--- src/rtl/adder_pkg.sv ---
// Shared constants and helpers for the pipelined ripple-carry adder/subtractor.
package adder_pkg;

    localparam int DEFAULT_WIDTH  = 16;
    localparam int DEFAULT_STAGES = 4;

    // Bits rippled per pipeline stage for the default configuration
    localparam int CHUNK = DEFAULT_WIDTH / DEFAULT_STAGES;

    // Bits rippled per pipeline stage for an arbitrary configuration
    function automatic int chunkWidth(input int width, input int stages);
        return width / stages;
    endfunction

    // Two's-complement overflow: the carry into the MSB disagrees with the carry out of it
    function automatic logic signedOverflow(input logic carryIntoMsb, input logic carryOutOfMsb);
        return carryIntoMsb ^ carryOutOfMsb;
    endfunction

endpackage

--- src/rtl/adder_chunk.sv ---
// C-bit ripple-carry adder built from per-bit sum/carry equations.
// Also exposes the carry entering its top bit so the final chunk can flag signed overflow.
module adder_chunk #(
    parameter int C = 4
) (
    input  logic [C-1:0] a,
    input  logic [C-1:0] b,
    input  logic         cin,
    output logic [C-1:0] sum,
    output logic         cout,
    output logic         c_msb_in
);

    logic carry;

    // Ripple the carry from bit 0 upwards, capturing it just before the top bit
    always_comb begin
        carry    = cin;
        sum      = '0;
        c_msb_in = cin;
        for (int i = 0; i < C; i++) begin
            if (i == C - 1) begin
                c_msb_in = carry;
            end
            sum[i] = a[i] ^ b[i] ^ carry;
            carry  = (a[i] & b[i]) | (carry & (a[i] ^ b[i]));
        end
        cout = carry;
    end

endmodule

--- src/rtl/pipelined_ripple_adder.sv ---
// Pipelined ripple-carry adder/subtractor with valid/ready handshakes on both sides.
// Each stage ripples one CW-bit chunk in front of its register, so stage k's register
// holds the finished low (k+1)*CW sum bits, the carry out of chunk k and whatever
// operand bits are still to be added. The last stage's register is the output.
module pipelined_ripple_adder
    import adder_pkg::*;
#(
    parameter int WIDTH  = DEFAULT_WIDTH,
    parameter int STAGES = DEFAULT_STAGES
) (
    input  logic             clk,
    input  logic             rst_n,
    input  logic             in_valid,
    output logic             in_ready,
    input  logic [WIDTH-1:0] a,
    input  logic [WIDTH-1:0] b,
    input  logic             cin,
    input  logic             sub,
    output logic             out_valid,
    input  logic             out_ready,
    output logic [WIDTH-1:0] sum,
    output logic             cout,
    output logic             ovf
);

    localparam int CW = chunkWidth(WIDTH, STAGES);

    if (STAGES < 1 || STAGES > WIDTH || (WIDTH % STAGES) != 0) begin : gBadParams
        $error("pipelined_ripple_adder: WIDTH (%0d) must be a multiple of STAGES (%0d) with 1 <= STAGES <= WIDTH",
               WIDTH, STAGES);
    end

    logic [WIDTH-1:0]  bEff;
    logic [STAGES-1:0] validVec;
    logic [STAGES-1:0] readyVec;
    logic              chainFull;

    // Subtraction is a + ~b + 1; the inversion happens once, before the first stage
    assign bEff = sub ? ~b : b;

    // A slot may load when it, or any slot downstream of it, is empty, or the consumer takes the output
    always_comb begin
        readyVec  = '0;
        chainFull = 1'b1;
        for (int k = STAGES - 1; k >= 0; k--) begin
            chainFull   = chainFull & validVec[k];
            readyVec[k] = out_ready | ~chainFull;
        end
    end

    assign in_ready = readyVec[0];

    for (genvar k = 0; k < STAGES; k++) begin : gStage
        localparam int LO   = k * CW;
        localparam int DONE = (k + 1) * CW;
        localparam int UPW  = WIDTH - LO;

        logic [UPW-1:0]  upA;
        logic [UPW-1:0]  upB;
        logic            upValid;
        logic            chunkCin;
        logic [CW-1:0]   chunkSum;
        logic            chunkCout;
        logic            chunkCmsb;
        logic [DONE-1:0] sum_d;
        logic [DONE-1:0] sum_q;
        logic            valid_q;
        logic            carry_q;

        if (k == 0) begin : gHead
            assign upA      = a;
            assign upB      = bEff;
            assign chunkCin = sub ? 1'b1 : cin;
            assign upValid  = in_valid;
            assign sum_d    = chunkSum;
        end else begin : gBody
            assign upA      = gStage[k-1].gOps.a_q;
            assign upB      = gStage[k-1].gOps.b_q;
            assign chunkCin = gStage[k-1].carry_q;
            assign upValid  = gStage[k-1].valid_q;
            assign sum_d    = {chunkSum, gStage[k-1].sum_q};
        end

        adder_chunk #(
            .C(CW)
        ) uChunk (
            .a       (upA[CW-1:0]),
            .b       (upB[CW-1:0]),
            .cin     (chunkCin),
            .sum     (chunkSum),
            .cout    (chunkCout),
            .c_msb_in(chunkCmsb)
        );

        // Valid bit follows upstream whenever this slot may load, which squeezes bubbles out
        always_ff @(posedge clk or negedge rst_n) begin
            if (!rst_n) begin
                valid_q <= 1'b0;
            end else if (readyVec[k]) begin
                valid_q <= upValid;
            end
        end

        // Partial sum and chunk carry move only with a real beat, so a stalled result stays put
        always_ff @(posedge clk or negedge rst_n) begin
            if (!rst_n) begin
                sum_q   <= '0;
                carry_q <= 1'b0;
            end else if (readyVec[k] && upValid) begin
                sum_q   <= sum_d;
                carry_q <= chunkCout;
            end
        end

        assign validVec[k] = valid_q;

        if (k < STAGES - 1) begin : gOps
            localparam int REM = WIDTH - DONE;

            logic [REM-1:0] a_d;
            logic [REM-1:0] b_d;
            logic [REM-1:0] a_q;
            logic [REM-1:0] b_q;
            logic           unusedCmsb;

            assign a_d        = upA[UPW-1:CW];
            assign b_d        = upB[UPW-1:CW];
            assign unusedCmsb = chunkCmsb;

            // Operand bits not yet added travel with the beat to the next stage
            always_ff @(posedge clk or negedge rst_n) begin
                if (!rst_n) begin
                    a_q <= '0;
                    b_q <= '0;
                end else if (readyVec[k] && upValid) begin
                    a_q <= a_d;
                    b_q <= b_d;
                end
            end
        end else begin : gTail
            logic cmsb_q;

            // The carry into the top result bit is kept for the overflow flag
            always_ff @(posedge clk or negedge rst_n) begin
                if (!rst_n) begin
                    cmsb_q <= 1'b0;
                end else if (readyVec[k] && upValid) begin
                    cmsb_q <= chunkCmsb;
                end
            end
        end
    end

    assign out_valid = gStage[STAGES-1].valid_q;
    assign sum       = gStage[STAGES-1].sum_q;
    assign cout      = gStage[STAGES-1].carry_q;
    assign ovf       = signedOverflow(gStage[STAGES-1].gTail.cmsb_q, gStage[STAGES-1].carry_q);

endmodule

--- config.mk ---
export PLATFORM = sky130hd
export DESIGN_NAME = pipelined_ripple_adder
export DESIGN_NICKNAME = d
export VERILOG_FILES = /design/src/rtl/adder_pkg.sv /design/src/rtl/adder_chunk.sv /design/src/rtl/pipelined_ripple_adder.sv
export SDC_FILE = /design/constraint.sdc
export NUM_CORES = 1
export LEC_CHECK = 0
export CORE_MARGIN = 10
export CORE_UTILIZATION = 41
export DETAILED_ROUTE_END_ITERATION = 7
export MAX_ROUTING_LAYER = met4
export SLEW_MARGIN = 30
export SYNTH_ARGS = -nofsm -noshare
export SYNTH_HDL_FRONTEND = slang
export SYNTH_HIERARCHICAL = 1
export SYNTH_SLANG_ARGS = --single-unit
--- constraint.sdc ---
create_clock -name clk -period 2.25 [get_ports clk]
set_clock_uncertainty 0.1 [all_clocks]
set_input_delay 0.45 -clock clk [delete_from_list [all_inputs] [get_ports clk]]
set_output_delay 0.45 -clock clk [all_outputs]
set_load 0.02 [all_outputs]
# Yosys cells after proc, flatten, opt, wreduce, memory -nomap -nowiden
# Index checks and enable logic that the tools add are counted.
# Widths: inputs -> output; s select.
# word_totals
n_memories	0
latchBits	0
rom_bits	0
mem_bits_rw	0
reg_bits	97
input_bits	38
output_inout_bits	20
elab_cells	118
# op_classes
n_shift	0
n_eq_ne	0
multipliers	0
n_mux	2
n_addsub	0
div	0
n_lt_le_gt_ge	0
n_bitwise	93
n_reduce_logical	4
# op_table
cell	n
$and 1x1->1	35
$xor 1x1->1	33
$or 1x1->1	20
$mux 16	1
$not 16->16	1
$logic_and 1x1->1	4
$not 1->1	4
$mux 1	1

# Logic depth before layout (Yosys ltp)
# logic_depth
word_depth	11
depth_mapped	10

# Hierarchy
# The synthesis kept the hierarchy.
# modules_own_cells
mod	instances	cells_each	area_per_inst_um2
pipelined_ripple_adder	1	231	3813.7
adder_chunk	4	12	110.1

# Worst setup path before layout
# Ideal clock, no wire load.
# synth_path
path_kind	input to register
startpoint	input port sub
endpoint	register gStage[0].sum_q[3]
required_time_ns	2.025
setup_time_ns	0.125
path_stages	10
arrival_ns	2.772
slack_ns	-0.747
path_cell_list	buf_2 > buf_2 > xor2_1 > fa_1 > inv_1 > fa_1 > fa_1 > inv_1 > fa_1 > mux2_2
# synth_between
elab_chain_cells	9
# synth_rtl
element	line_no	source
from (decl)	pipelined_ripple_adder.sv:18	input logic sub,
$mux 16 *	pipelined_ripple_adder.sv:39	assign bEff = sub ? ~b : b;
net bEff[0]	pipelined_ripple_adder.sv:33	logic [WIDTH-1:0] bEff;
$xor 1x1->1	adder_chunk.sv:26	carry = (a[i] & b[i]) | (carry & (a[i] ^ b[i]));
$and 1x1->1	adder_chunk.sv:26	
$or 1x1->1 *	adder_chunk.sv:26	
$and 1x1->1 *	adder_chunk.sv:26	
$or 1x1->1 *	adder_chunk.sv:26	
$and 1x1->1 *	adder_chunk.sv:26	
$or 1x1->1 *	adder_chunk.sv:26	
net gStage[0].chunkCmsb	pipelined_ripple_adder.sv:64	logic chunkCmsb;
$xor 1x1->1 *	adder_chunk.sv:25	sum[i] = a[i] ^ b[i] ^ carry;
net gStage[0].chunkSum[3]	pipelined_ripple_adder.sv:62	logic [CW-1:0] chunkSum;
to (signal assigned)	pipelined_ripple_adder.sv:110	sum_q <= sum_d;
to (decl)	pipelined_ripple_adder.sv:66	logic [DONE-1:0] sum_q;
# The timed path passes the listed nets; every way through them passes the cells marked *.
# A chain may end at the register's enable or synchronous reset.

# Final worst setup path
# layout_path
startpoint	register gStage[2].gOps.a_q[0]
endpoint	register gStage[3].sum_q[15] (netlist: sum[15])
# layout_between
elab_chain_cells	8
# layout_rtl
element	line_no	source
from (decl)	pipelined_ripple_adder.sv:122	logic [REM-1:0] a_q;
from (signal assigned)	pipelined_ripple_adder.sv:133	a_q <= '0;
from (signal assigned)	pipelined_ripple_adder.sv:136	a_q <= a_d;
$xor 1x1->1	adder_chunk.sv:26	
$and 1x1->1	adder_chunk.sv:26	
$or 1x1->1 *	adder_chunk.sv:26	
$and 1x1->1 *	adder_chunk.sv:26	
$or 1x1->1 *	adder_chunk.sv:26	
$and 1x1->1 *	adder_chunk.sv:26	
$or 1x1->1 *	adder_chunk.sv:26	
net gStage[3].chunkCmsb	pipelined_ripple_adder.sv:64	
$xor 1x1->1 *	adder_chunk.sv:25	
net gStage[3].chunkSum[3]	pipelined_ripple_adder.sv:62	
to (signal assigned)	pipelined_ripple_adder.sv:110	
to (decl)	pipelined_ripple_adder.sv:66	
# Marked as above.

==> flow_metrics.py <==
metrics = {
    "run_status": {
        "status": "finished, violations left",
        "violations": "negative setup slack",
    },
    "clock_tree": {
        "clockRootBuffer": "sky130_fd_sc_hd__clkbuf_8",
        "clkSlewWorstSetupHoldPaths_ns": 0.09,
        "max_buffers_root_to_sink": 2,
        "numCtsBuffers": 9,
        "h-tree-depth": 3,
        "holdBufCountCts": 0,
        "clock_tree_from_tritoncts": "built",
        "clock_insertion_delay_worst_skew_ns": 0.35,
        "clock_sink_count": 97,
    },
    "synth": {
        "muxShareOfSynthArea_pct": 25.5,
        "ys_ff_latch": 97,
        "synth_simple_gate_area_share_pct": 1.85,
        "netlist_instances": 279,
        "synth_compound_gate_area_share_pct": 0.265,
        "synth_area_sq_mm": 0.00425,
        "synth_seq_area_share_pct": 57.1,
        "synth.lib_cells_used.distinct": 15,
        "yosysWarningCount": 6,
        "synth.avg_cell_area_sq_um": 15.2,
        "synth_top_family_by_area": "multiplexers",
        "synth_xor_area_share_pct": 3.50,
        "post_synth_fa_ha_maj_area_fraction_pct": 7.53,
        "syn-num-nets": 333,
    },
    "finish": {
        "final_cells": 491,
        "layout-drive-gt1-share_pct": 41.1,
        "areaGrowthSynthToFinish_pct": 27.1,
        "design.final.nets": 404,
        "antenna_cells": 0,
        "nFillCells": 859,
        "postLayoutCoreUtil_pct": 52.8,
        "stdcell_area_sq_mm": 0.00541,
    },
    "die": {
        "dieHeight_um": 122,
        "starting_density_of_the_core_pct": 41.6,
        "placement_rows": 37,
        "placeableCoreArea_sq_mm": 0.0102,
        "die_x_um": 122,
        "top_level_ports": 58,
        "fp.dieArea_sq_mm": 0.0148,
    },
    "routing": {
        "drc_errors": 0,
        "ant_nets": 0,
        "route.detailed.vias_per_inst": 4.50,
        "routed_wire_length_per_instance_um": 14.7,
        "dr_total_vias": 2209,
        "drt-pass1-iter-count": 4,
        "routed_wl_mm": 7.22,
        "first_iter_violations": 107,
    },
    "place": {
        "numPortBuffers": 57,
        "dpl-instance-area_sq_mm": 0.00508,
        "hpwl_mm": 5.15,
        "dp.cells": 471,
        "routabilityCongestion": 0.746,
        "placement.setup.worst_slack_ns": -0.832,
    },
    "worst_setup_path": {
        "cp.arrival_ns": 2.40,
        "worstSetupStartpointType": "flop",
        "crit_family": "adder cells",
        "rr_worst_depth": 7,
        "crit_chain": "fa_2, inv_1, fa_2, fa_2, inv_2, fa_1, mux2_2",
        "cpMostUsedCell": "sky130_fd_sc_hd__fa_2",
        "critPathMaxStageDelay_ns": 0.40,
        "cp.buffers_inverters": 2,
        "worst-endpoint-required_ns": 2.39,
        "critical_path.slowest_cell": "sky130_fd_sc_hd__fa_1",
        "worstSetupPathDepth": 7,
        "cp_max_fo": 2,
        "critical_path_class": "reg -> reg",
        "setup.worst_path.end_class": "flop",
    },
    "sta": {
        "period_minus_slack_ns": 2.26,
        "postLayoutSetupSlackWorst_ns": -0.0134,
        "report.final.slew_viol_count": 0,
        "final_min_period_over_clock_period_pct": 101,
        "report.final.setup_viol": 2,
        "maxSlewHeadroom_pct": 66.4,
        "total_negative_slack_for_setup_checks_ns": -0.0226,
        "tightest_slew_ns": 0.504,
        "final_hold_violations": 0,
        "timing.fmax_ghz": 0.442,
        "grt_setup_unrepaired": "true",
    },
    "grt": {
        "track_usage_pct": 10.9,
        "first_global_vias": 2477,
        "grt_first_pass_wirelength_mm": 12.5,
        "grt_antenna_before_repair": 0,
        "grt-ovfl-total": 0,
        "grt_start_max_net_pins": 98,
    },
    "power": {
        "power_density_mw_per_mm2": 1160,
        "ir_drop_uv": 511,
        "p_leak_nw": 2.40,
    },
    "run": {
        "cap_violations": 0,
    },
    "hold_path": {
        "holdCritPathClass": "in -> async",
    },
}
Yosys cell counts:
library cell | count | area (sq um)
sky130_fd_sc_hd__mux2_2 | 83 | 935
sky130_fd_sc_hd__nand2b_1 | 5 | 31.3
sky130_fd_sc_hd__nand2_1 | 4 | 15.0
sky130_fd_sc_hd__dfrtp_1 | 97 | 2430
sky130_fd_sc_hd__nand4b_1 | 1 | 8.76
sky130_fd_sc_hd__fa_1 | 16 | 320
sky130_fd_sc_hd__and4b_1 | 1 | 10.0
sky130_fd_sc_hd__mux2_4 | 10 | 150
sky130_fd_sc_hd__buf_6 | 2 | 22.5
sky130_fd_sc_hd__a21boi_2 | 1 | 11.3
sky130_fd_sc_hd__inv_1 | 32 | 120
sky130_fd_sc_hd__or2_2 | 1 | 6.26
sky130_fd_sc_hd__xor2_1 | 17 | 149
sky130_fd_sc_hd__buf_2 | 8 | 40.0
sky130_fd_sc_hd__nand3b_1 | 1 | 7.51
registers in the layout, indices dropped and copies added (netlist names), 3 cells and up:
name and flops:
gStage.carry_q 3, gStage.gOps.a_q 24, gStage.gOps.b_q 24, gStage.sum_q 24
gStage.valid_q 3, sum 16
placed cells by master (no fill, tap or decap):
cell type                         Yosys  routed
sky130_fd_sc_hd__xor2_1              17      16
sky130_fd_sc_hd__nand2b_1             5       5
sky130_fd_sc_hd__dfrtp_1             97      97
sky130_fd_sc_hd__fa_2                 0      11
sky130_fd_sc_hd__xor2_2               0       1
sky130_fd_sc_hd__nand2_1              4       4
sky130_fd_sc_hd__fa_1                16       5
sky130_fd_sc_hd__bufinv_16            0       3
sky130_fd_sc_hd__dlymetal6s2s_1       0       1
sky130_fd_sc_hd__dlygate4sd2_1        0       3
sky130_fd_sc_hd__clkdlybuf4s50_1      0      49
sky130_fd_sc_hd__a21boi_4             0       1
sky130_fd_sc_hd__clkbuf_2             0       1
sky130_fd_sc_hd__nand4b_1             1       1
sky130_fd_sc_hd__inv_2                0       6
sky130_fd_sc_hd__and4b_1              1       1
sky130_fd_sc_hd__buf_12               0       5
sky130_fd_sc_hd__mux2_2              83      80
sky130_fd_sc_hd__nand3b_1             1       1
sky130_fd_sc_hd__buf_4                0       9
sky130_fd_sc_hd__buf_6                2       2
sky130_fd_sc_hd__clkbuf_8             0      12
sky130_fd_sc_hd__clkinvlp_4           0       1
sky130_fd_sc_hd__or2_4                0       1
sky130_fd_sc_hd__mux2_4              10      13
sky130_fd_sc_hd__inv_1               32      26
layout make-up:
type	count	area, sq um	area share [%]
Sequential cell	97	2430	44.9
Multi-Input combinational cell	140	1700	31.5
Timing Repair Buffer	70	724	13.4
Tap cell	136	170	3.15
Clock buffer	12	165	3.06
Inverter	32	120	2.22
Clock inverter	4	97.6	1.81
worst reg2reg max path: stages, from the launching register on:
cell and delay, ns:
sky130_fd_sc_hd__dfrtp_1 0.39, sky130_fd_sc_hd__fa_2 0.20, sky130_fd_sc_hd__inv_1 0.05, sky130_fd_sc_hd__fa_2 0.34, sky130_fd_sc_hd__fa_2 0.34, sky130_fd_sc_hd__inv_2 0.07
sky130_fd_sc_hd__fa_1 0.40, sky130_fd_sc_hd__mux2_2 0.26
metal layers:
| metal | global-route usage, % | up-vias | part of all wire (%) |
|---|---|---|---|
| met4 | 4.92 | 0 | 1.7 |
| met1 | 14.6 | 1107 | 50 |
| li1 | - | 1053 | - |
| met2 | 15.4 | 39 | 45 |
| met5 | - | - | 0 |
| met3 | 2.41 | 10 | 3.5 |
path summary, 6_finish.rpt:
check | from | to | slack (ns)
setup / recovery | gStage[2].gOps.a_q[0] | sum[15] | -0.01
hold / removal | rst_n | sum[11] | 0.05
setup reg to reg | gStage[2].gOps.a_q[0] | sum[15] | -0.01
hold reg to reg | gStage[0].gOps.a_q[10] | gStage[1].gOps.a_q[6] | 0.41
max in group asynchronous | rst_n | gStage[1].gOps.b_q[7] | 1.63
min in group clk | gStage[0].gOps.a_q[10] | gStage[1].gOps.a_q[6] | 0.41
report_power, final:
part	total [mW]	switching, mW	internal [mW]
combinational	2.14	0.873	1.27
sequential	2.75	0.371	2.38
clock	1.40	0.570	0.830
total	6.30	1.81	4.48
stage by stage:
stage | total power, mW | hold WS, ns
2_1_floorplan | 4.04 | 0.0544
5_1_grt | 6.77 | 0.0549
6_report | 6.30 | 0.0455
4_1_cts | 6.38 | 0.0572
3_5_place_dp | 4.93 | 0.391
3_3_place_gp | 4.84 | 0.385
timing repair:
action                     4_1_cts  5_1_grt
buffers inserted                 1        3
gates resized for setup         29        6
pin swaps                        6        6
cloned                           0        0
setup endpoints to repair        7        7
cell families after synthesis:
| kind of cell | Yosys count |
|---|---|
| compound gates | 1 |
| flops | 97 |
| fa+ha+maj | 16 |
| buf+inv | 42 |
| mux | 93 |
| simple gates | 13 |
| xor+xnor | 17 |
Power figures use the tool's default switching activity.
